===== src/rtl/ctrl_pipe_chain_pkg.sv =====
// Shared types and helpers for the control pipeline chain.
// Pure functions only: no state and no timing.
package ctrl_pipe_pkg;

    localparam int MAX_STAGES = 8;

    function automatic logic [3:0] popcount8(input logic [7:0] v);
        logic [3:0] n;
        n = 4'd0;
        for (int i = 0; i < 8; i++) begin
            n = n + {3'd0, v[i]};
        end
        return n;
    endfunction

    // Clamps at the all-ones value of a w-bit counter (w <= 32).
    function automatic logic [31:0] sat_add(input logic [31:0] cnt,
                                            input logic [31:0] inc,
                                            input int          w);
        logic [32:0] sum;
        logic [32:0] lim;
        sum = {1'b0, cnt} + {1'b0, inc};
        lim = (33'd1 << w) - 33'd1;
        return (sum > lim) ? lim[31:0] : sum[31:0];
    endfunction

endpackage


===== src/rtl/ctrl_pipe_chain_if.sv =====
// Bundle of the control-pipeline inputs and registered stage/counter outputs.
// Master drives decode, stall, flush and clear; slave is the pipeline.
interface ctrl_pipe_chain_if #(
    parameter int WIDTH  = 16,
    parameter int STAGES = 3,
    parameter int CNT_W  = 16
);
    logic [WIDTH-1:0]        in_data;
    logic                    in_valid;
    logic [STAGES-1:0]       stall;
    logic [STAGES-1:0]       flush;
    logic                    cnt_clr;
    logic [STAGES*WIDTH-1:0] stage_data;
    logic [STAGES-1:0]       stage_valid;
    logic [CNT_W-1:0]        kill_cnt;
    logic [CNT_W-1:0]        bubble_cnt;

    modport master (
        output in_data, in_valid, stall, flush, cnt_clr,
        input  stage_data, stage_valid, kill_cnt, bubble_cnt
    );

    modport slave (
        input  in_data, in_valid, stall, flush, cnt_clr,
        output stage_data, stage_valid, kill_cnt, bubble_cnt
    );
endinterface


===== src/rtl/ctrl_pipe_chain_stage.sv =====
// One control register stage: flush > hold > bubble > load.
// One cycle latency; hold comes from the chain's effective stall.
module ctrl_pipe_stage #(
    parameter int               WIDTH     = 16,
    parameter logic [WIDTH-1:0] RESET_VAL = '0
) (
    input  logic             clk,
    input  logic             reset,
    input  logic             flush,
    input  logic             hold,
    input  logic             bubble,
    input  logic [WIDTH-1:0] d,
    input  logic             dv,
    output logic [WIDTH-1:0] q,
    output logic             qv
);

    always_ff @(posedge clk) begin
        if (reset || flush) begin
            q  <= RESET_VAL;
            qv <= 1'b0;
        end else if (hold) begin
            q  <= q;
            qv <= qv;
        end else if (bubble) begin
            q  <= RESET_VAL;
            qv <= 1'b0;
        end else begin
            q  <= d;
            qv <= dv;
        end
    end

endmodule


===== src/rtl/ctrl_pipe_chain.sv =====
// Multi-stage control register chain with stall/flush and saturating perf counters.
// STAGES cycles in-to-out; a stall holds its stage and every stage upstream of it.
module ctrl_pipe_chain
    import ctrl_pipe_pkg::*;
#(
    parameter int               WIDTH     = 16,
    parameter int               STAGES    = 3,
    parameter logic [WIDTH-1:0] RESET_VAL = '0,
    parameter int               CNT_W     = 16
) (
    input  logic               clk,
    input  logic               reset,
    ctrl_pipe_chain_if.slave   bus
);

    logic [WIDTH-1:0]  data_q [STAGES];
    logic [STAGES-1:0] valid_q;
    logic [STAGES-1:0] es;
    logic [7:0]        kill_vec;
    logic [CNT_W-1:0]  kill_q;
    logic [CNT_W-1:0]  bubble_q;

    // Effective stall: OR of own stall and every downstream stall.
    always_comb begin
        logic acc;
        acc = 1'b0;
        for (int i = STAGES - 1; i >= 0; i--) begin
            acc   = acc | bus.stall[i];
            es[i] = acc;
        end
    end

    for (genvar g = 0; g < STAGES; g++) begin : g_stage
        if (g == 0) begin : g_first
            ctrl_pipe_stage #(.WIDTH(WIDTH), .RESET_VAL(RESET_VAL)) u_stage (
                .clk    (clk),
                .reset  (reset),
                .flush  (bus.flush[0]),
                .hold   (es[0]),
                .bubble (1'b0),
                .d      (bus.in_data),
                .dv     (bus.in_valid),
                .q      (data_q[0]),
                .qv     (valid_q[0])
            );
        end else begin : g_rest
            ctrl_pipe_stage #(.WIDTH(WIDTH), .RESET_VAL(RESET_VAL)) u_stage (
                .clk    (clk),
                .reset  (reset),
                .flush  (bus.flush[g]),
                .hold   (es[g]),
                .bubble (es[g-1]),
                .d      (data_q[g-1]),
                .dv     (valid_q[g-1]),
                .q      (data_q[g]),
                .qv     (valid_q[g])
            );
        end
        assign bus.stage_data[g*WIDTH +: WIDTH] = data_q[g];
    end

    always_comb begin
        kill_vec              = '0;
        kill_vec[STAGES-1:0]  = bus.flush & valid_q;
    end

    always_ff @(posedge clk) begin
        if (reset || bus.cnt_clr) begin
            kill_q   <= '0;
            bubble_q <= '0;
        end else begin
            kill_q   <= CNT_W'(sat_add(32'(kill_q), 32'(popcount8(kill_vec)), CNT_W));
            bubble_q <= CNT_W'(sat_add(32'(bubble_q), 32'(!valid_q[STAGES-1]), CNT_W));
        end
    end

    assign bus.stage_valid = valid_q;
    assign bus.kill_cnt    = kill_q;
    assign bus.bubble_cnt  = bubble_q;

endmodule

===== src/flat_wrapper.sv =====
// flat-port wrapper written by rule: the top's interface ports become plain ports
module ctrl_pipe_chain_flat import ctrl_pipe_pkg::*;
#(
    parameter int               WIDTH     = 16,
    parameter int               STAGES    = 3,
    parameter logic [WIDTH-1:0] RESET_VAL = '0,
    parameter int               CNT_W     = 16
)
  (clk, reset, bus_in_data, bus_in_valid, bus_stall, bus_flush, bus_cnt_clr, bus_stage_data, bus_stage_valid, bus_kill_cnt, bus_bubble_cnt);
  ctrl_pipe_chain_if #(.WIDTH(WIDTH), .STAGES(STAGES), .CNT_W(CNT_W)) bus_i ();
  input  logic clk;
  input  logic reset;
  input wire logic [$bits(bus_i.in_data)-1:0] bus_in_data;
  input wire logic [$bits(bus_i.in_valid)-1:0] bus_in_valid;
  input wire logic [$bits(bus_i.stall)-1:0] bus_stall;
  input wire logic [$bits(bus_i.flush)-1:0] bus_flush;
  input wire logic [$bits(bus_i.cnt_clr)-1:0] bus_cnt_clr;
  output wire logic [$bits(bus_i.stage_data)-1:0] bus_stage_data;
  output wire logic [$bits(bus_i.stage_valid)-1:0] bus_stage_valid;
  output wire logic [$bits(bus_i.kill_cnt)-1:0] bus_kill_cnt;
  output wire logic [$bits(bus_i.bubble_cnt)-1:0] bus_bubble_cnt;
  assign bus_i.in_data = bus_in_data;
  assign bus_i.in_valid = bus_in_valid;
  assign bus_i.stall = bus_stall;
  assign bus_i.flush = bus_flush;
  assign bus_i.cnt_clr = bus_cnt_clr;
  assign bus_stage_data = bus_i.stage_data;
  assign bus_stage_valid = bus_i.stage_valid;
  assign bus_kill_cnt = bus_i.kill_cnt;
  assign bus_bubble_cnt = bus_i.bubble_cnt;
  ctrl_pipe_chain #(.WIDTH(WIDTH), .STAGES(STAGES), .RESET_VAL(RESET_VAL), .CNT_W(CNT_W)) u_core (.clk(clk), .reset(reset), .bus(bus_i));
endmodule

===== config.mk =====
export PLATFORM = sky130hd
export DESIGN_NAME = ctrl_pipe_chain_flat
export DESIGN_NICKNAME = d
export VERILOG_FILES = /design/src/rtl/ctrl_pipe_chain_pkg.sv /design/src/rtl/ctrl_pipe_chain_if.sv /design/src/rtl/ctrl_pipe_chain_stage.sv /design/src/rtl/ctrl_pipe_chain.sv /design/src/flat_wrapper.sv
export SDC_FILE = /design/constraint.sdc
export NUM_CORES = 1
export LEC_CHECK = 0
export BUFFER_PORTS_ARGS = -buffer_cell sky130_fd_sc_hd__buf_2
export CORE_MARGIN = 4
export CORE_UTILIZATION = 40
export CTS_CLUSTER_DIAMETER = 80
export DETAILED_ROUTE_END_ITERATION = 12
export PLACE_DENSITY_LB_ADDON = 0.3
export SETUP_SLACK_MARGIN = 0.02
export SLEW_MARGIN = 20
export SYNTH_ARGS = -nofsm -noshare
export SYNTH_HDL_FRONTEND = slang
export SYNTH_SLANG_ARGS = --single-unit

===== constraint.sdc =====
create_clock -name clk -period 2.5 [get_ports clk]
set_input_delay 0.5 -clock clk [delete_from_list [all_inputs] [get_ports clk]]
set_output_delay 0.5 -clock clk [all_outputs]
set_load 0.005 [all_outputs]

==> results of run 1 <==
## cells in the final DEF, fill, tap and decap left out, types with 2 or more instances in the layout
master	count
a211oi_1	3
a21oi_1	48
a21oi_2	14
a22oi_1	17
and3_1	3
and4_1	2
buf_2	108
buf_4	15
clkbuf_8	9
clkinvlp_4	2
dfxtp_1	81
dfxtp_2	2
ha_1	6
ha_4	2
inv_1	9
inv_2	3
inv_6	2
mux2i_1	2
nand2_1	65
nand2_2	2
nand2b_1	2
nand3_1	4
nand3_2	2
nand3b_1	17
nand4_1	5
nor2_1	29
nor2_2	2
nor3_1	2
nor3_2	2
or2_2	5
xnor2_1	9
xor2_1	10
## cell type report
cell class | count | area (sq um) | area share
Sequential cell | 83 | 1664 | 0.3710
Clock inverter | 6 | 71.32 | 0.01590
Clock buffer | 10 | 127.6 | 0.02845
Tap cell | 108 | 135.1 | 0.03013
Multi-Input combinational cell | 275 | 1789 | 0.3989
Inverter | 12 | 45.04 | 0.01004
Timing Repair Buffer | 123 | 653.1 | 0.1456
## registers in the layout, indices dropped and copies added, names as in the netlist
signal and cells:
u_core.g_stage.g_rest.u_stage.qv 2, u_core.g_stage.g_first.u_stage.qv 1, u_core.g_stage.g_first.u_stage.q 16, u_core.bus.bubble_cnt 16, u_core.bus.kill_cnt 16, u_core.g_stage.g_rest.u_stage.q 32
## per-layer routing
layer,GRT usage,up-vias
met5,0,-
met4,0.03027,0
met3,0.06157,6
met2,0.2815,83
met1,0.2144,1415
li1,-,1559
## tightest hold or removal path: stages
cell,delay (ps)
buf_2,90
nand2_1,40
a21oi_1,50
## cells by family (layout without fill, tap and decap cells)
logic type	after synthesis	after routing	share of synthesized area
AND/OR/NAND/NOR	151	151	0.2200
adder cells (fa/ha/maj)	10	10	0.03923
XOR/XNOR	20	20	0.04903
multiplexers	2	2	0.005604
buffers and inverters	38	151	0.05289
flip-flops	83	83	0.4651
AO/OA/AOI/OAI	92	92	0.1681
## path summary, 6_finish.rpt
check	startpoint	to	slack, ps	cells past startpoint
setup / recovery	u_core.g_stage[0].g_first.u_stage.qv	u_core.bus.kill_cnt[8]	40	13
hold / removal	bus_in_data[15]	u_core.g_stage[0].g_first.u_stage.q[15]	380	3
setup reg to reg	u_core.g_stage[0].g_first.u_stage.qv	u_core.bus.kill_cnt[8]	40	13
hold reg to reg	u_core.g_stage[1].g_rest.u_stage.q[0]	u_core.g_stage[1].g_rest.u_stage.q[0]	470	2
## power groups by stage
| stage | Clock (mW) | Sequential [mW] | Combinational [mW] |
|---|---|---|---|
| floorplan | 0 | 1.36 | 0.0635 |
| global placement | 0 | 1.36 | 0.102 |
| detailed placement | 0 | 1.36 | 0.103 |
| CTS | 1.00 | 1.33 | 0.103 |
| global route | 1.05 | 1.33 | 0.115 |
| finish | 0.971 | 1.33 | 0.102 |
## what timing repair did
item | 4_1_cts | 5_1_grt
endpoints found under the setup margin | 14 | 15
buffers inserted | 4 | 1
gates resized for setup | 5 | 5
pin swaps | 3 | 4
==> metrics.txt, run 1 <==
post-route ant nets=0; metal3 WL=about 620 um; H-tree level count=3; syn nets=around 430; dpl cells=596; Clock Latency Late Sink=between 300 and 400 ps; register area share after synthesis=0.4651; CP arrival=between 2000 and 3000 ps; placed cell area=~0.0042 sq mm; Slew HR=0.4892; final worst slack=around 45 ps; FF+latch count, synth=83; Clock Skews=between 10 and 15 ps; post-layout util=0.5143; critical path capture point type=register; Port Buffers=~110; routed wl met2=between 4 and 5 mm; first-pass GRT wire length=about 14 mm; clk root buf=clkbuf_8; detailed-route wire length per cell=13.97 um; Synth top cells by count=dfxtp_1, nand2_1, a21oi_1; clock tree sinks=83; VDD IR-drop max=0.3150 mV; setup total negative slack=0 ps; WL final=between 8 and 9 mm; critical path, cell by cell=and2_4, inv_2, fa_1, inv_2, ha_4, inv_2, fa_2, nor2b_2, buf_4, o211a_1, nand4_1, xor2_1, a21oi_2; worst min path class=input pin to register; post-synth top area share=0.4651; Worst-Margin Slew=approximately 770 ps; minimum clock period=2455 ps; RSZ-0062 raised after global routing=true; TritonCTS clock tree=built; f_max=roughly 0.41 GHz; Top Layer Used=met4; Post-synth EDFFs=0; crit-path leading delay family=adder cells; Nets=540; Die Footprint=about 0.011 sq mm; Buf+Inv Stages, Crit Path=4; Power Density=roughly 540 mW/mm^2; Cells after Synth=roughly 400; clk slew on worst S/H paths=90 ps; core area=about 0.0087 sq mm; vias in the first global route=around 2900; most common cell in the netlist=dfxtp_1; synthesized area per cell=approximately 9 sq um; Worst Path Max Fanout=2; Crit Path Category=register to register; Final Power=2.403 mW; worst hold margin=about 380 ps; Ys Warns=0; Max Buffers Root-to-Sink=2; GRT overflow=0; Vias=3063; Leak=about 1.9 nW; Area Growth Syn to Fin=25.57%; post-route insts no fill=a little over 600; CTS Hold Bufs=0; Placement Rows=34; Final Hold Fails=0; antenna diode count=0; Vias/cell=roughly 5.0; Sw Ratio=0.2380; Fillers=between 800 and 900; IO Pins=109; Die Ht=~100 um; Seq pwr share=0.554; Routability Congestion=approximately 0.76; asr flop ratio synth=0; initial antenna violation count=0; largest net degree at the start of global routing=33; Top FF cell, synth=dfxtp_1; top post-synthesis cells by area=dfxtp_1, nand2_1, a21oi_1; DRC Markers=0; Unique masters post-synth=48; largest area contributor in the synthesized netlist=dfxtp_1; Final Max Tran Viols=0; Final HPWL DP=between 6 and 7 mm; crit share post-route=0.9821; max_cap viols=0; Data required, critical path=approximately 2700 ps; Iter 0 DRT Violations=slightly below 70; Chip Width=~100 um; Initial Util=0.4096; layout cells sized above 1=0.3615; gr usage total=0.1695; slowest CP cell=fa_1; Setup Viol. Count Final=0; CTS buffer count=9; Max stage delay on crit path=between 400 and 500 ps; Logic pwr share=0.042; run status=finished clean; Int Pwr=between 1.5 and 2 mW; crit-path most repeated cell=inv_2; Clk pwr share=0.404; Finished Cell Area=~0.0045 sq mm; CP startpoint kind=register; DR pass1 iterations=4; mapped cell area=0.003572 sq mm; metal1 wirelength=3.894 mm; pre-CTS WS=-371.3 ps; P_sw=approximately 570 uW
No activity file was read; power rests on OpenSTA's default activity.
==> inputs of run 2 (changes only) <==
--- a/config.mk
+++ b/config.mk
@@ -6,8 +6,10 @@
 export NUM_CORES = 1
 export LEC_CHECK = 0
 export BUFFER_PORTS_ARGS = -buffer_cell sky130_fd_sc_hd__buf_2
+export CELL_PAD_IN_SITES_DETAIL_PLACEMENT = 0
+export CELL_PAD_IN_SITES_GLOBAL_PLACEMENT = 2
 export CORE_MARGIN = 4
-export CORE_UTILIZATION = 40
+export CORE_UTILIZATION = 27
 export CTS_CLUSTER_DIAMETER = 80
 export DETAILED_ROUTE_END_ITERATION = 12
 export PLACE_DENSITY_LB_ADDON = 0.3
==> run 2 against run 1 <==
  * The flow now finishes with violations (negative setup slack)
  * Design area increased by 5.8%
  * Clock skew decreased by 3.2 ps
  * Global-route usage decreased by 3.8 points
  * Register-to-register slack got worse by 70 ps
  * First-iteration DRC count increased by 130%
  * Maximum frequency decreased by 2.9%
  * Via count increased by 0.65%
  * Sequential cell count unchanged
  * Critical endpoint is now u_core.bus.kill_cnt[10]
==> metrics.txt, run 2 (synthesis results as in run 1) <==
Finished Cell Area=approximately 0.0047 sq mm; Clock Latency Late Sink=between 300 and 400 ps; GRT overflow=0; Nets=542; dpl cells=660; TritonCTS clock tree=built; antenna diode count=0; Crit Path Category=register to register; f_max=about 0.40 GHz; post-route ant nets=0; setup total negative slack=-44.65 ps; critical path capture point type=register; failing checks=negative setup slack; Final Power=about 2.8 mW; P_sw=a little over 600 uW; max_cap viols=0; first-pass GRT wire length=about 15 mm; WL final=9.790 mm; largest net degree at the start of global routing=33; Clock Skews=6.845 ps; Initial Util=0.2797; Max Buffers Root-to-Sink=2; Setup Viol. Count Final=2; Final HPWL DP=a little under 7 mm; post-layout util=0.3714; Area Growth Syn to Fin=32.82%; DR pass1 iterations=4; initial antenna violation count=0; core area=approximately 0.013 sq mm; VDD IR-drop max=0.3443 mV; Slew HR=0.4723; Vias=approximately 3000; Iter 0 DRT Violations=between 150 and 200; critical path, cell by cell=and2_4, inv_2, fa_1, inv_1, ha_2, inv_2, fa_2, nor2b_2, o2111a_2, buf_12, nand2_2, xor2_1, a21oi_1; most common cell after layout, fill and taps aside=buf_2; Die Ht=about 120 um; crit share post-route=1.011; Clk pwr share=0.488; vias in the first global route=~3000; gr usage total=0.1310; Vias/cell=about 4.5; slowest CP cell=fa_1; clk slew on worst S/H paths=around 70 ps; Placement Rows=41; clock tree sinks=83; Int Pwr=roughly 2.2 mW; Chip Width=approximately 120 um; crit-path most repeated cell=inv_2; Worst Path Max Fanout=4; placed cell area=roughly 0.0043 sq mm; Die Footprint=about 0.015 sq mm; layout cells sized above 1=0.3757; CP startpoint kind=register; Seq pwr share=0.473; run status=finished with violations; Sw Ratio=0.2209; RSZ-0062 raised after global routing=true; CP arrival=2720 ps; final worst slack=-28.10 ps; Max stage delay on crit path=between 400 and 500 ps; Power Density=594.0 mW/mm^2; Leak=1.969 nW; crit-path leading delay family=adder cells; Worst-Margin Slew=791.6 ps; clk root buf=clkbuf_16; IO Pins=109; DRC Markers=0; Logic pwr share=0.039; Routability Congestion=roughly 0.75; CTS Hold Bufs=0; Data required, critical path=between 2000 and 3000 ps; Final Hold Fails=0; max reg flops=32; commonest cells after routing, fill and taps aside=buf_2, dfxtp_1, nand2_1; Final Max Tran Viols=0; CTS buffer count=9; post-route insts no fill=683; worst min path class=input pin to register; largest register by flop count=u_core.g_stage.g_rest.u_stage.q; detailed-route wire length per cell=roughly 14 um; H-tree level count=3; Buf+Inv Stages, Crit Path=4; minimum clock period=2528 ps; Port Buffers=108
[run 2: cell types whose count changed in the layout (fill, tap and decap cells not counted), sizes merged]
cell / delta
inv: -2
clkbuf: +1
clkinvlp: -2
clkinv: +3
buf: +2
[run 2: path summary, 6_finish.rpt]
kind,start,endpoint,slack (ps),depth (start not counted)
hold reg to reg,u_core.g_stage[1].g_rest.u_stage.q[6],u_core.g_stage[1].g_rest.u_stage.q[6],470,2
hold / removal,bus_in_data[7],u_core.g_stage[0].g_first.u_stage.q[7],390,3
setup reg to reg,u_core.g_stage[0].g_first.u_stage.qv,u_core.bus.kill_cnt[10],-30,13
setup / recovery,u_core.g_stage[0].g_first.u_stage.qv,u_core.bus.kill_cnt[10],-30,13
[run 2: worst register-to-register path, stage by stage, from the launching register on]
cell and delay [ps]:
dfxtp_2 330, and2_4 140, inv_2 30, fa_1 420, inv_1 70, ha_2 180, inv_2 40, fa_2 350
nor2b_2 140, o2111a_2 270, buf_12 130, nand2_2 50, xor2_1 130, a21oi_1 80
[run 2: through the flow]
step	worst slack (ps)	hold slack [ps]
detailed placement	-346.3	462.6
global route	-138.1	380.4
floorplan	-86.87	458.2
global placement	-294.7	451.2
CTS	-13.17	371.5
finish	-28.10	389.1
[run 2: timing repair]
| action | 4_1_cts | 5_1_grt |
|---|---|---|
| endpoints found under the setup margin | 14 | 15 |
| setup buffers | 3 | 5 |
| pin swaps | 4 | 5 |
| resized for setup | 5 | 10 |
[run 2: layout make-up]
cell class / instances / area, sq um
Clock buffer: 11 / 252.7
Clock inverter: 5 / 61.31
Fill cell: 1309 / 8029
Inverter: 12 / 45.04
Multi-Input combinational cell: 275 / 1814
Sequential cell: 83 / 1663
Tap cell: 172 / 215.2
Timing Repair Buffer: 125 / 693.2
[run 2: per-layer routing]
layer  share of wire  track usage
met1            0.47       0.1694
met2            0.44       0.1941
met3           0.077      0.06404
met4           0.014      0.03737
met5               0            0
[run 2: power by group through the flow]
stage	sequential, mW	combinational (mW)	clock (mW)
floorplan	1.36	0.0635	0
global placement	1.36	0.111	0
detailed placement	1.36	0.111	0
CTS	1.33	0.111	1.43
global route	1.33	0.120	1.48
finish	1.33	0.109	1.38
==> inputs of run 3 (changes only) <==
--- a/config.mk
+++ b/config.mk
@@ -8,6 +8,7 @@
 export BUFFER_PORTS_ARGS = -buffer_cell sky130_fd_sc_hd__buf_2
 export CELL_PAD_IN_SITES_DETAIL_PLACEMENT = 0
 export CELL_PAD_IN_SITES_GLOBAL_PLACEMENT = 2
+export CORE_ASPECT_RATIO = 0.75
 export CORE_MARGIN = 4
 export CORE_UTILIZATION = 27
 export CTS_CLUSTER_DIAMETER = 80
==> run 3 against run 2 <==
  * The run still ends with negative setup slack left
  * Cell count shrank 0.88%
  * Non-clock buffer count shrank 5
  * Design area shrank 2.2%
  * Critical path depth shrank 1
  * Critical path type unchanged
  * Largest power group is now registers
==> metrics.txt, run 3 (synthesis results as in run 1) <==
GRT overflow=0; Worst-Margin Slew=approximately 800 ps; WL final=around 10 mm; IO Pins=~110; Slew HR=0.4660; DRC Markers=0; minimum clock period=between 2000 and 3000 ps; gr usage total=0.1395; setup total negative slack=-0.7745 ps; Final HPWL DP=between 7 and 8 mm; largest register by flop count=u_core.g_stage.g_rest.u_stage.q; vias in the first global route=between 2000 and 3000; Iter 0 DRT Violations=between 150 and 200; Initial Util=0.2754; crit-path most repeated cell=inv_2; Area Growth Syn to Fin=29.95%; DR pass1 iterations=4; crit-path leading delay family=adder cells; Die Ht=107.6 um; max_cap viols=0; TritonCTS clock tree=built; detailed-route wire length per cell=roughly 15 um; Chip Width=140.8 um; Crit Path Category=register to register; Routability Congestion=between 0.7 and 0.8; Clock Latency Late Sink=between 300 and 400 ps; worst min path class=input pin to register; Vias=around 3100; CTS Hold Bufs=0; Buf+Inv Stages, Crit Path=3; first-pass GRT wire length=roughly 17 mm; slowest CP cell=fa_1; CTS buffer count=9; layout cells sized above 1=0.3577; max reg flops=32; Clock Skews=5.038 ps; critical path capture point type=register; core area=around 0.013 sq mm; largest net degree at the start of global routing=33; commonest cells after routing, fill and taps aside=buf_2, dfxtp_1, nand2_1; post-route ant nets=0; Final Max Tran Viols=0; Nets=around 540; antenna diode count=0; placed cell area=~0.0043 sq mm; worst hold margin=around 400 ps; clk root buf=clkbuf_16; Die Footprint=about 0.015 sq mm; Vias/cell=roughly 4.5; most common cell after layout, fill and taps aside=buf_2; CP arrival=approximately 2700 ps; failing checks=negative setup slack; final worst slack=-0.7745 ps; Max Buffers Root-to-Sink=2; pre-CTS WS=-403.4 ps; run status=finished with violations; clk slew on worst S/H paths=about 60 ps; Worst Path Max Fanout=6; H-tree level count=3; Data required, critical path=approximately 2700 ps; Finished Cell Area=0.004642 sq mm; Port Buffers=108; f_max=between 0.3 and 0.4 GHz; clock tree sinks=between 80 and 90; critical path, cell by cell=and2_4, inv_2, fa_1, inv_1, ha_2, inv_2, fa_2, nor2b_4, o2111a_2, nand4_1, mux2i_1, nor2_1; RSZ-0062 raised after global routing=true; crit share post-route=1.000; Power Density=~580 mW/mm^2; CP startpoint kind=register; Final Hold Fails=0; initial antenna violation count=0; Max stage delay on crit path=approximately 430 ps; Placement Rows=36; VDD IR-drop max=roughly 0.28 mV; Setup Viol. Count Final=1; Leak=between 1.5 and 2 nW; Final Power=around 2.7 mW
==> run 3: worst min-delay path, stage by stage <==
cell,delay (ps)
buf_2,90
nand2_1,40
a21oi_1,50
==> run 3: worst paths after layout <==
check	slack, ps	cells after the start	end	from
worst max-delay path	-0.8	12	u_core.bus.kill_cnt[14]	u_core.g_stage[0].g_first.u_stage.qv
worst min-delay path	400	3	u_core.g_stage[0].g_first.u_stage.q[3]	bus_in_data[3]
worst max register to register	-0.8	12	u_core.bus.kill_cnt[14]	u_core.g_stage[0].g_first.u_stage.qv
worst min register to register	480	2	u_core.g_stage[1].g_rest.u_stage.q[12]	u_core.g_stage[1].g_rest.u_stage.q[12]
==> run 3: area by class of cell <==
cell class,instances,area [sq um]
multi-input combinational,275,1795
timing repair buffer,120,643.1
tap,171,214.0
clock buffer,11,252.7
clock inverter,5,27.53
inverter,12,45.04
sequential,83,1664
fill,1407,8330
==> run 3: stage by stage <==
stage / utilization / std cells
3_3_place_gp: 0.3302 / 659
5_1_grt: 0.3578 / 677
6_report: 0.3578 / 677
4_1_cts: 0.3541 / 677
2_1_floorplan: - / 396
3_5_place_dp: 0.3302 / 659
==> run 3: timing repair <==
item                       CTS  global route
resized for setup            4             7
setup endpoints to repair   14            16
buffers inserted             2             0
pin swaps                    2             1
==> run 3: per-layer routing <==
metal | wire (um) | up-vias | global-route usage
li1 | - | 1559 | -
met1 | 5240 | 1426 | 0.2064
met2 | 4310 | 61 | 0.1960
met3 | 530 | 8 | 0.04263
met4 | 109 | 0 | 0.03320
met5 | 0 | - | 0
==> run 3: power by group <==
part / switching, mW / internal, mW / total (mW)
combinational: 0.0693 / 0.0363 / 0.106
clock: 0.523 / 0.720 / 1.24
sequential: 0.00503 / 1.33 / 1.33
total: 0.598 / 2.08 / 2.68
